`config.mk`:
```
export PLATFORM = sky130hd
export DESIGN_NAME = ahb_rr_master_ctrl
export DESIGN_NICKNAME = d
export VERILOG_FILES = /design/src/rtl/ahb_ctrl_pkg.sv /design/src/rtl/ahb_rr_arbiter.sv /design/src/rtl/ahb_rr_master_ctrl.sv
export SDC_FILE = /design/constraint.sdc
export NUM_CORES = 1
export LEC_CHECK = 0
export ABC_AREA = 1
export BUFFER_PORTS_ARGS = -buffer_cell sky130_fd_sc_hd__buf_2
export CAP_MARGIN = 10
export CORE_ASPECT_RATIO = 0.9
export CORE_MARGIN = 3
export CORE_UTILIZATION = 25
export CTS_BUF_LIST = sky130_fd_sc_hd__clkbuf_16
export DETAILED_ROUTE_END_ITERATION = 6
export PLACE_DENSITY = 0.53
export REMOVE_ABC_BUFFERS = 1
export SETUP_SLACK_MARGIN = 0.3
export SKIP_CTS_REPAIR_TIMING = 1
export SYNTH_ARGS = -nofsm -noshare
export SYNTH_HDL_FRONTEND = slang
export SYNTH_SLANG_ARGS = --single-unit
```
`constraint.sdc`:
```
create_clock -name hclk -period 5.9 [get_ports hclk]
set_input_delay 1.18 -clock hclk [delete_from_list [all_inputs] [get_ports hclk]]
set_output_delay 1.18 -clock hclk [all_outputs]
set_load 0.01 [all_outputs]
```
`src/rtl/ahb_ctrl_pkg.sv`:
```
// Shared AHB-Lite encodings and sizing helpers for the round-robin master front end.
package ahb_ctrl_pkg;

    typedef enum logic [1:0] {
        IDLE   = 2'b00,
        BUSY   = 2'b01,
        NONSEQ = 2'b10,
        SEQ    = 2'b11
    } htrans_e;

    typedef enum logic [2:0] {
        SINGLE = 3'b000,
        INCR   = 3'b001,
        WRAP4  = 3'b010,
        INCR4  = 3'b011,
        WRAP8  = 3'b100,
        INCR8  = 3'b101,
        WRAP16 = 3'b110,
        INCR16 = 3'b111
    } hburst_e;

    typedef enum logic [2:0] {
        BYTE  = 3'b000,
        HALF  = 3'b001,
        WORD  = 3'b010,
        DWORD = 3'b011
    } hsize_e;

    localparam logic HRESP_OKAY  = 1'b0;
    localparam logic HRESP_ERROR = 1'b1;

    // Width of a requester/owner index; never below one bit.
    function automatic int unsigned owner_w(input int unsigned n);
        return (n > 32'd1) ? $clog2(n) : 32'd1;
    endfunction

endpackage

```
`src/rtl/ahb_rr_arbiter.sv`:
```
// Round-robin requester selection: combinational winner search from a registered
// pointer that advances past each accepted winner.
module ahb_rr_arbiter
    import ahb_ctrl_pkg::*;
#(
    parameter  int NUM_REQ = 4,
    localparam int IDW     = owner_w(NUM_REQ)
) (
    input  logic               i_clk,
    input  logic               i_rst,
    input  logic [NUM_REQ-1:0] i_req_valid,
    input  logic               i_enable,
    output logic [NUM_REQ-1:0] o_grant,
    output logic [IDW-1:0]     o_winner,
    output logic               o_accept
);

    localparam logic [IDW:0]   NREQ = (IDW+1)'(NUM_REQ);
    localparam logic [IDW-1:0] LAST = IDW'(NUM_REQ - 1);

    logic [IDW-1:0] r_ptr;
    logic [IDW:0]   w_sum;
    logic [IDW-1:0] w_idx;
    logic [IDW-1:0] w_winner;
    logic           w_found;
    logic           w_hit;
    logic           w_accept;
    logic [NUM_REQ-1:0] w_grant;

    // Search upward from the pointer with wrap; the first valid requester wins.
    always_comb begin
        w_sum    = '0;
        w_idx    = '0;
        w_hit    = 1'b0;
        w_found  = 1'b0;
        w_winner = '0;
        for (int i = 0; i < NUM_REQ; i++) begin
            w_sum    = {1'b0, r_ptr} + (IDW+1)'(i);
            w_idx    = (w_sum >= NREQ) ? IDW'(w_sum - NREQ) : IDW'(w_sum);
            w_hit    = i_req_valid[w_idx] && !w_found;
            w_winner = w_hit ? w_idx : w_winner;
            w_found  = w_found || w_hit;
        end
    end

    assign w_accept = w_found && i_enable;

    // One-hot grant, only when the bus can take a new address phase.
    always_comb begin
        w_grant = '0;
        for (int i = 0; i < NUM_REQ; i++) begin
            w_grant[i] = w_accept && (w_winner == IDW'(i));
        end
    end

    // Pointer moves to the requester after the winner on every acceptance.
    always_ff @(posedge i_clk or posedge i_rst) begin
        if (i_rst) begin
            r_ptr <= '0;
        end else if (w_accept) begin
            r_ptr <= (w_winner == LAST) ? '0 : w_winner + 1'b1;
        end
    end

    assign o_grant  = w_grant;
    assign o_winner = w_winner;
    assign o_accept = w_accept;

endmodule

```
`src/rtl/ahb_rr_master_ctrl.sv`:
```
// AHB-Lite master front end: NUM_REQ command ports share one slave through a
// round-robin arbiter, issuing SINGLE NONSEQ transfers with pipelined data phases.
module ahb_rr_master_ctrl
    import ahb_ctrl_pkg::*;
#(
    parameter int         NUM_REQ   = 4,
    parameter int         ADDR_W    = 32,
    parameter int         DATA_W    = 32,
    parameter logic [3:0] HPROT_VAL = 4'b0011
) (
    input  logic                      hclk,
    input  logic                      hreset,
    input  logic [NUM_REQ-1:0]        req_valid,
    output logic [NUM_REQ-1:0]        req_ready,
    input  logic [NUM_REQ*ADDR_W-1:0] req_addr,
    input  logic [NUM_REQ-1:0]        req_write,
    input  logic [NUM_REQ*3-1:0]      req_size,
    input  logic [NUM_REQ*DATA_W-1:0] req_wdata,
    output logic [NUM_REQ-1:0]        rsp_valid,
    output logic [DATA_W-1:0]         rsp_rdata,
    output logic                      rsp_err,
    output logic                      hsel,
    output logic [ADDR_W-1:0]         haddr,
    output logic                      hwrite,
    output logic [2:0]                hsize,
    output logic [2:0]                hburst,
    output logic [3:0]                hprot,
    output logic [1:0]                htrans,
    output logic [DATA_W-1:0]         hwdata,
    input  logic                      hready,
    input  logic                      hresp,
    input  logic [DATA_W-1:0]         hrdata
);

    localparam int IDW = owner_w(NUM_REQ);

    function automatic logic [NUM_REQ-1:0] onehot(input logic [IDW-1:0] id);
        logic [NUM_REQ-1:0] v;
        v     = '0;
        v[id] = 1'b1;
        return v;
    endfunction

    logic [NUM_REQ-1:0] w_grant;
    logic [IDW-1:0]     w_winner;
    logic               w_accept;
    logic               w_err_any;
    logic               w_err1;
    logic               w_bus_free;
    logic               w_ap_busy;
    logic               w_cancel_join;
    logic               w_cancel_solo;
    logic [ADDR_W-1:0]  w_cmd_addr;
    logic               w_cmd_write;
    logic [2:0]         w_cmd_size;
    logic [DATA_W-1:0]  w_cmd_wdata;

    htrans_e            r_htrans;
    hburst_e            r_hburst;
    logic               r_hsel;
    logic [ADDR_W-1:0]  r_haddr;
    logic               r_hwrite;
    logic [2:0]         r_hsize;
    logic [3:0]         r_hprot;
    logic [IDW-1:0]     r_ap_owner;
    logic [DATA_W-1:0]  r_ap_wdata;
    logic               r_dp_valid;
    logic [IDW-1:0]     r_dp_owner;
    logic               r_dp_write;
    logic [DATA_W-1:0]  r_hwdata;
    logic               r_cancel_valid;
    logic [IDW-1:0]     r_cancel_owner;
    logic [NUM_REQ-1:0] r_rsp_valid;
    logic [DATA_W-1:0]  r_rsp_rdata;
    logic               r_rsp_err;

    // Both ERROR cycles block acceptance; cycle 1 also kills the pending address phase.
    assign w_err_any  = r_dp_valid && (hresp == HRESP_ERROR);
    assign w_err1     = w_err_any && !hready;
    assign w_bus_free = hready && !w_err_any;
    assign w_ap_busy  = (r_htrans == NONSEQ);

    ahb_rr_arbiter #(
        .NUM_REQ (NUM_REQ)
    ) u_arb (
        .i_clk       (hclk),
        .i_rst       (hreset),
        .i_req_valid (req_valid),
        .i_enable    (w_bus_free),
        .o_grant     (w_grant),
        .o_winner    (w_winner),
        .o_accept    (w_accept)
    );

    // AND-OR mux of the granted command; the grant is one-hot or zero.
    always_comb begin
        w_cmd_addr  = '0;
        w_cmd_write = 1'b0;
        w_cmd_size  = 3'b000;
        w_cmd_wdata = '0;
        for (int i = 0; i < NUM_REQ; i++) begin
            w_cmd_addr  = w_cmd_addr  | (req_addr[i*ADDR_W +: ADDR_W] & {ADDR_W{w_grant[i]}});
            w_cmd_write = w_cmd_write | (req_write[i] & w_grant[i]);
            w_cmd_size  = w_cmd_size  | (req_size[i*3 +: 3] & {3{w_grant[i]}});
            w_cmd_wdata = w_cmd_wdata | (req_wdata[i*DATA_W +: DATA_W] & {DATA_W{w_grant[i]}});
        end
    end

    // Address phase: load on acceptance, drop to IDLE on a free edge or ERROR cycle 1.
    always_ff @(posedge hclk or posedge hreset) begin
        if (hreset) begin
            r_htrans   <= IDLE;
            r_hsel     <= 1'b0;
            r_haddr    <= '0;
            r_hwrite   <= 1'b0;
            r_hsize    <= 3'b000;
            r_ap_owner <= '0;
            r_ap_wdata <= '0;
        end else if (w_accept) begin
            r_htrans   <= NONSEQ;
            r_hsel     <= 1'b1;
            r_haddr    <= w_cmd_addr;
            r_hwrite   <= w_cmd_write;
            r_hsize    <= w_cmd_size;
            r_ap_owner <= w_winner;
            r_ap_wdata <= w_cmd_wdata;
        end else if (hready || w_err1) begin
            r_htrans   <= IDLE;
            r_hsel     <= 1'b0;
        end
    end

    // Burst and protection are fixed for every transfer.
    always_ff @(posedge hclk or posedge hreset) begin
        if (hreset) begin
            r_hburst <= SINGLE;
            r_hprot  <= HPROT_VAL;
        end else begin
            r_hburst <= SINGLE;
            r_hprot  <= HPROT_VAL;
        end
    end

    // Data phase: a NONSEQ address phase advances on every HREADY edge.
    always_ff @(posedge hclk or posedge hreset) begin
        if (hreset) begin
            r_dp_valid <= 1'b0;
            r_dp_owner <= '0;
            r_dp_write <= 1'b0;
            r_hwdata   <= '0;
        end else if (hready) begin
            r_dp_valid <= w_ap_busy;
            if (w_ap_busy) begin
                r_dp_owner <= r_ap_owner;
                r_dp_write <= r_hwrite;
                r_hwdata   <= r_ap_wdata;
            end
        end
    end

    // A cancelled owner shares the errored response slot unless it is the same
    // requester, in which case it is reported on the following cycle.
    assign w_cancel_join = r_cancel_valid && hready && r_dp_valid && (r_cancel_owner != r_dp_owner);
    assign w_cancel_solo = r_cancel_valid && !r_dp_valid;

    // Track the address phase killed by ERROR cycle 1 until its owner is told.
    always_ff @(posedge hclk or posedge hreset) begin
        if (hreset) begin
            r_cancel_valid <= 1'b0;
            r_cancel_owner <= '0;
        end else if (w_err1 && w_ap_busy) begin
            r_cancel_valid <= 1'b1;
            r_cancel_owner <= r_ap_owner;
        end else if (w_cancel_join || w_cancel_solo) begin
            r_cancel_valid <= 1'b0;
        end
    end

    // Completion pulses and returned data/status.
    always_ff @(posedge hclk or posedge hreset) begin
        if (hreset) begin
            r_rsp_valid <= '0;
            r_rsp_rdata <= '0;
            r_rsp_err   <= 1'b0;
        end else if (hready && r_dp_valid) begin
            r_rsp_valid <= onehot(r_dp_owner) | (w_cancel_join ? onehot(r_cancel_owner) : '0);
            r_rsp_rdata <= r_dp_write ? '0 : hrdata;
            r_rsp_err   <= hresp;
        end else if (w_cancel_solo) begin
            r_rsp_valid <= onehot(r_cancel_owner);
            r_rsp_rdata <= '0;
            r_rsp_err   <= 1'b1;
        end else begin
            r_rsp_valid <= '0;
        end
    end

    assign req_ready = w_grant;
    assign rsp_valid = r_rsp_valid;
    assign rsp_rdata = r_rsp_rdata;
    assign rsp_err   = r_rsp_err;
    assign hsel      = r_hsel;
    assign haddr     = r_haddr;
    assign hwrite    = r_hwrite;
    assign hsize     = r_hsize;
    assign hburst    = r_hburst;
    assign hprot     = r_hprot;
    assign htrans    = r_htrans;
    assign hwdata    = r_hwdata;

endmodule
```
==> impl_metrics.tcl, run 1 <==
set metrics [dict create \
    core_um2 33200 \
    cts_made_buffers 17 \
    gp_congestion 0.831 \
    start_kind "input port" \
    fin_skew_ns 0.0104 \
    grt_setup_unrepaired "false" \
    insertion_delay_ns 0.42 \
    syn_to_final_growth_pct 36.8 \
    cts_max_level 4 \
    cts-root-buf "clkbuf_16" \
    slew_headroom 0.317 \
    critical_path_class "in -> out" \
    arrival_ns 3.40 \
    io_buffers 422 \
    maxSlewViolCount 0 \
    hold_viol_final 0 \
    hold_depth 2 \
    die_w_um 200 \
    grt_overflow 0 \
    ys_ff_latch 149 \
    drive_gt1_frac 0.348 \
    syn_inst 1088 \
    ant_nets 0 \
    drt_first_pass_iters 5 \
    hpwl_um 24300 \
    drt_iter0_drc 342 \
    holdWs_ns 0.482 \
    vias_per_cell 4.43 \
    rows 63 \
    finalCritPeriodShare 0.777 \
    leakagePower_nw 6.50 \
    power.density_nw_per_um2 614 \
    min_path_type "reg -> reg" \
    dieArea_um2 36100 \
    synth_area_per_cell_um2 7.78 \
    start_util 0.255 \
    route.detailed.drc 0 \
    first_global_vias 8645 \
    dpl_worst_slack_ns 1.02 \
    post_drt_wl_per_cell_um 16.6 \
    power.total_w 0.00712 \
    yosys_warnings 0 \
    fmaxAchievable_mhz 218 \
    tightest_slew_ns 1.02 \
    path_clk_slew_ns 0.07 \
    cts_buffer_depth 2 \
    fin_nets 1800 \
    yosysSeqAreaShare 0.440 \
    clock_sinks 149 \
    synth_top_area_frac 0.440 \
    synth_top_cell_by_area "dfrtp_1" \
    track_usage 0.175 \
    vdd_drop_max_uv 354 \
    setup_viol 0 \
    crit_fanout 39 \
    cp.required_ns 4.72 \
    status "complete, no violations" \
    num_vias 8645 \
    io_pins 431 \
    wl_um 32500 \
    antenna_found_initial 6 \
    end_kind "primary output" \
    final_common_cell "buf_2" \
    grt_pass1_wl_um 48400 \
    synthTopCellsByArea "dfrtp_1 (44%), nor2_1 (12%), inv_1 (12%), a22o_1 (7.0%), o2111ai_1 (7.0%)" \
    die_h_um 181 \
    tritoncts "built" \
    yosysUniqueCellTypes 33 \
    grt_max_degree 75 \
    r2r_cells 16 \
    synth_area_um2 8470 \
    period_minus_slack_ns 4.58 \
    final_cell_mix "buf_2 (422), nor2_1 (279), inv_1 (260)" \
    worst_slack_ns 1.32 \
    tns_ns 0 \
    max_cap_viol_count 0 \
]
## registers in the layout (all words and copies together) (netlist names), 2 cells and up
signal	cells
r_ap_wdata	32
rsp_valid	4
hsize	3
rsp_rdata	32
haddr	32
r_ap_owner	2
r_cancel_owner	2
r_dp_owner	2
hwdata	32
u_arb.r_ptr	2
## worst max-delay path, cell delays in order
cell	delay [ns]
buf_2	0.12
nand2_1	0.05
o21ai_0	0.10
o21ai_1	0.34
nand3_4	0.53
inv_1	0.17
nor2_1	0.11
inv_1	0.11
ha_2	0.18
nand3_1	0.07
buf_4	0.25
inv_1	0.07
buf_2	0.12
## metrics by stage
step | std cells | util | cell area [um^2]
after floorplan | 1025 | - | 8120
after global placement | 1920 | 0.331 | 11000
after detailed placement | 1920 | 0.331 | 11000
after CTS | 1951 | 0.349 | 11600
after global routing | 1952 | 0.349 | 11600
final | 1952 | 0.349 | 11600
## report_power, final
part / switching (W) / total [W] / internal [W]
combinational: 0.00259 / 0.00417 / 0.00158
sequential: 0.000277 / 0.00181 / 0.00154
clock: 0.000465 / 0.00113 / 0.000670
## Yosys cell counts
cell type  instances
a21oi_1            1
a21oi_2            1
a22o_1            68
a31o_2             1
buf_1              9
buf_2              9
buf_4             14
buf_6              6
clkbuf_1          31
clkinv_1           2
conb_1             2
dfrtp_1          149
ha_1               4
inv_1            260
inv_2              3
mux2_2            33
nand2_1           81
nand2_2            2
nand3_1            7
nand3_2            1
nand3_4            1
nand4_1            3
nor2_1           280
nor2_2             1
nor2_4             1
o2111ai_1         68
o211ai_1           1
o21ai_0           39
o21ai_1            4
o22ai_1            2
o32ai_1            2
or2_2              1
xor2_1             1
## final timing paths
check                          startpoint             to  slack [ns]
min in group asynchronous          hreset   rsp_rdata[3]        0.84
max                          req_valid[1]   req_ready[0]        1.32
max in group asynchronous          hreset       hsize[2]        3.78
min reg2reg                 r_ap_owner[1]  r_ap_owner[1]        0.48
min                         r_ap_owner[1]  r_ap_owner[1]        0.48
max reg2reg                u_arb.r_ptr[0]  r_ap_wdata[6]        1.70
## layer usage
| metal | track usage | part of all wire | wire, um |
|---|---|---|---|
| met3 | 0.0499 | 0.082 | 2660 |
| met1 | 0.205 | 0.40 | 13100 |
| met4 | 0.0396 | 0.0090 | 291 |
| met5 | 0 | 0.0021 | 67 |
| met2 | 0.314 | 0.50 | 16400 |
## area by class of cell
class	count	area [um^2]
inverters	265	1000
clock inverters	14	178
fillers	3646	21600
multi-input cells	611	3430
well taps	455	569
repair buffers	440	2250
flip-flops and latches	149	3730
clock buffers	17	425
diodes	1	2.50
## cell families after synthesis
family / Yosys count / synth area share
simple gates: 378 / 0.174
compound gates: 187 / 0.173
buf+inv: 334 / 0.161
xor+xnor: 1 / 0.00103
other cells: 2 / 0.000887
fa+ha+maj: 4 / 0.00591
flops: 149 / 0.440
mux: 33 / 0.0439
No activity file was read; power rests on OpenSTA's default activity.
==> run 2, diff against run 1 <==
- ABC_AREA: 1 -> 0
- PLACE_DENSITY: 0.53 -> 0.55
- clock period: 5.9 -> 4.6 ns (I/O delays scaled with it)
==> run 2 against run 1 <==
Total power decreased by 11%. Routed wire length fell by 18%. Global-route usage down 1.6 points. Non-clock buffer count down 8. Sequential cell count is the same. Register-to-register slack worse by 0.04 ns. Critical path depth shrank 6. Die area shrank 11%. Sequential share of layout area rose by 3.1 points.
==> impl_metrics.tcl, run 2 <==
set metrics [dict create \
    status "complete, no violations" \
    start_util 0.256 \
    p_comb_frac 0.428 \
    max_cap_viol_count 0 \
    cts_max_level 4 \
    holdWs_ns 0.485 \
    period_minus_slack_ns 3.69 \
    post_drt_wl_per_cell_um 18.6 \
    syn_to_final_growth_pct 41.0 \
    synth_commonest_cells "dfrtp_1 (149), a22oi_1 (136), nand2_1 (72), mux2_4 (60), mux2_2 (40)" \
    ant_nets 0 \
    power_frac_clock 0.221 \
    yosys_warnings 0 \
    drt_first_pass_iters 5 \
    leakagePower_nw 5.45 \
    internal_power_w 0.00402 \
    fin_nets 1333 \
    io_pins 431 \
    num_vias 6636 \
    min_path_type "reg -> reg" \
    grt_setup_unrepaired "false" \
    die_w_um 188 \
    final_cell_mix "buf_2 (422), dfrtp_1 (149), a22oi_1 (136)" \
    start_kind "input port" \
    track_usage 0.159 \
    finalCritPeriodShare 0.802 \
    maxSlewViolCount 0 \
    pwr-share-seq 0.351 \
    crit_fanout 38 \
    synth_edf_count 0 \
    syn_inst 620 \
    gp_congestion 0.769 \
    arrival_ns 2.77 \
    fin_skew_ns 0.00953 \
    cts_buffer_depth 2 \
    core_um2 29200 \
    grt_pass1_wl_um 39700 \
    synth_area_um2 7490 \
    hold_viol_final 0 \
    slew_headroom 0.322 \
    wl_um 26500 \
    grt_max_degree 106 \
    rows 59 \
    cts_made_buffers 17 \
    path_clk_slew_ns 0.06 \
    route.detailed.drc 0 \
    n_fill_cell 2952 \
    dieArea_um2 32100 \
    ys_ff_latch 149 \
    tns_ns 0 \
    die_h_um 170 \
    synth_top_cell_by_area "dfrtp_1" \
    ys_async_sr_fraction 1.00 \
    io_buffers 422 \
    hpwl_um 19200 \
    end_kind "primary output" \
    power.density_nw_per_um2 601 \
    cp.required_ns 3.68 \
    first_global_vias 6701 \
    vdd_drop_max_uv 253 \
    switching_share 0.366 \
    worst_slack_ns 0.910 \
    insertion_delay_ns 0.42 \
    vias_per_cell 4.64 \
    dpl_worst_slack_ns 0.890 \
    fmaxAchievable_mhz 271 \
    tightest_slew_ns 1.01 \
    p_sw_w 0.00232 \
    clock_sinks 149 \
    drt_iter0_drc 279 \
    synth.most_common_cell "dfrtp_1" \
    critical_path_class "in -> out" \
    synth_area_per_cell_um2 12.1 \
    synth_ff_type "dfrtp_1" \
    tritoncts "built" \
    yosysSeqAreaShare 0.498 \
    synthTopCellsByArea "dfrtp_1 (50%), a22oi_1 (14%), mux2_4 (12%), mux2_2 (6.0%), a22o_1 (3.7%)" \
    grt_overflow 0 \
    synth_top_area_frac 0.498 \
    antenna_found_initial 4 \
    final_common_cell "buf_2" \
    yosysUniqueCellTypes 38 \
    cts-root-buf "clkbuf_16" \
    setup_viol 0 \
    drive_gt1_frac 0.560 \
]
## run 2: cell count changes in the layout (fill, tap and decap cells not counted), moves of 7 or more
cell,change
a21oi_1,+8
a22o_1,-36
a22oi_1,+136
buf_4,-9
inv_1,-258
mux2_2,+7
mux2_4,+60
nand2_1,-9
nor2_1,-276
o2111ai_1,-68
o21ai_0,-35
## run 2: through the flow
stage	total power, W	utilization	area, um^2	cells
detailed placement	0.00499	0.340	9940	1393
finish	0.00634	0.361	10600	1430
floorplan	0.00388	-	7200	566
global placement	0.00496	0.340	9940	1393
global route	0.00679	0.361	10600	1430
CTS	0.00644	0.360	10500	1425
## run 2: layer usage
| metal | track usage | wire, um | vias to the layer above |
|---|---|---|---|
| met4 | 0.0469 | 299 | 0 |
| met2 | 0.263 | 13000 | 290 |
| met5 | 0 | 0 | - |
| met3 | 0.0472 | 2020 | 18 |
| met1 | 0.204 | 11200 | 3214 |
| li1 | - | - | 3114 |
## run 2: final timing paths
| check | start | endpoint | slack (ns) | cells after the start |
|---|---|---|---|---|
| max | req_valid[2] | req_ready[0] | 0.91 | 7 |
| min | r_ap_wdata[10] | r_ap_wdata[10] | 0.49 | 1 |
| max reg2reg | u_arb.r_ptr[1] | hsize[2] | 1.66 | 8 |
| min reg2reg | r_ap_wdata[10] | r_ap_wdata[10] | 0.49 | 1 |
| max in group asynchronous | hreset | hwdata[11] | 2.92 | 3 |
| min in group asynchronous | hreset | rsp_rdata[20] | 0.70 | 2 |
## run 2: final cells by class
type	count	area, um^2	area share
clock inverters	15	163	0.0154
clock buffers	17	425	0.0403
diodes	4	10.0	0.000948
well taps	396	495	0.0469
repair buffers	432	2210	0.209
multi-input cells	414	3520	0.333
flip-flops and latches	149	3730	0.353
inverters	3	16.3	0.00154
## run 2: logic make-up (layout without fill, tap and decap cells)
| logic type | Yosys count | count (layout) | synth area share |
|---|---|---|---|
| AOI/OAI and AO/OA | 186 | 186 | 0.191 |
| and+or+nand+nor | 105 | 105 | 0.0645 |
| adders and majority gates | 4 | 4 | 0.00668 |
| DFF | 149 | 149 | 0.498 |
| muxes | 109 | 109 | 0.193 |
| xor gates and xnor gates | 2 | 2 | 0.00234 |
| other | 2 | 12 | 0.00100 |
| buffers and inverters | 63 | 467 | 0.0437 |
## run 2: critical path: stages
cell      delay (ns)
buf_2           0.14
nor2b_1         0.14
a221oi_1        0.41
or2_2           0.25
ha_4            0.50
and2_1          0.25
buf_2           0.14
## run 2: power groups by stage
stage | Clock (W) | Sequential, W | Combinational [W]
global placement | 0 | 0.00224 | 0.00272
CTS | 0.00145 | 0.00223 | 0.00276
detailed placement | 0 | 0.00224 | 0.00275
global route | 0.00150 | 0.00231 | 0.00298
finish | 0.00140 | 0.00223 | 0.00271
floorplan | 0 | 0.00238 | 0.00149
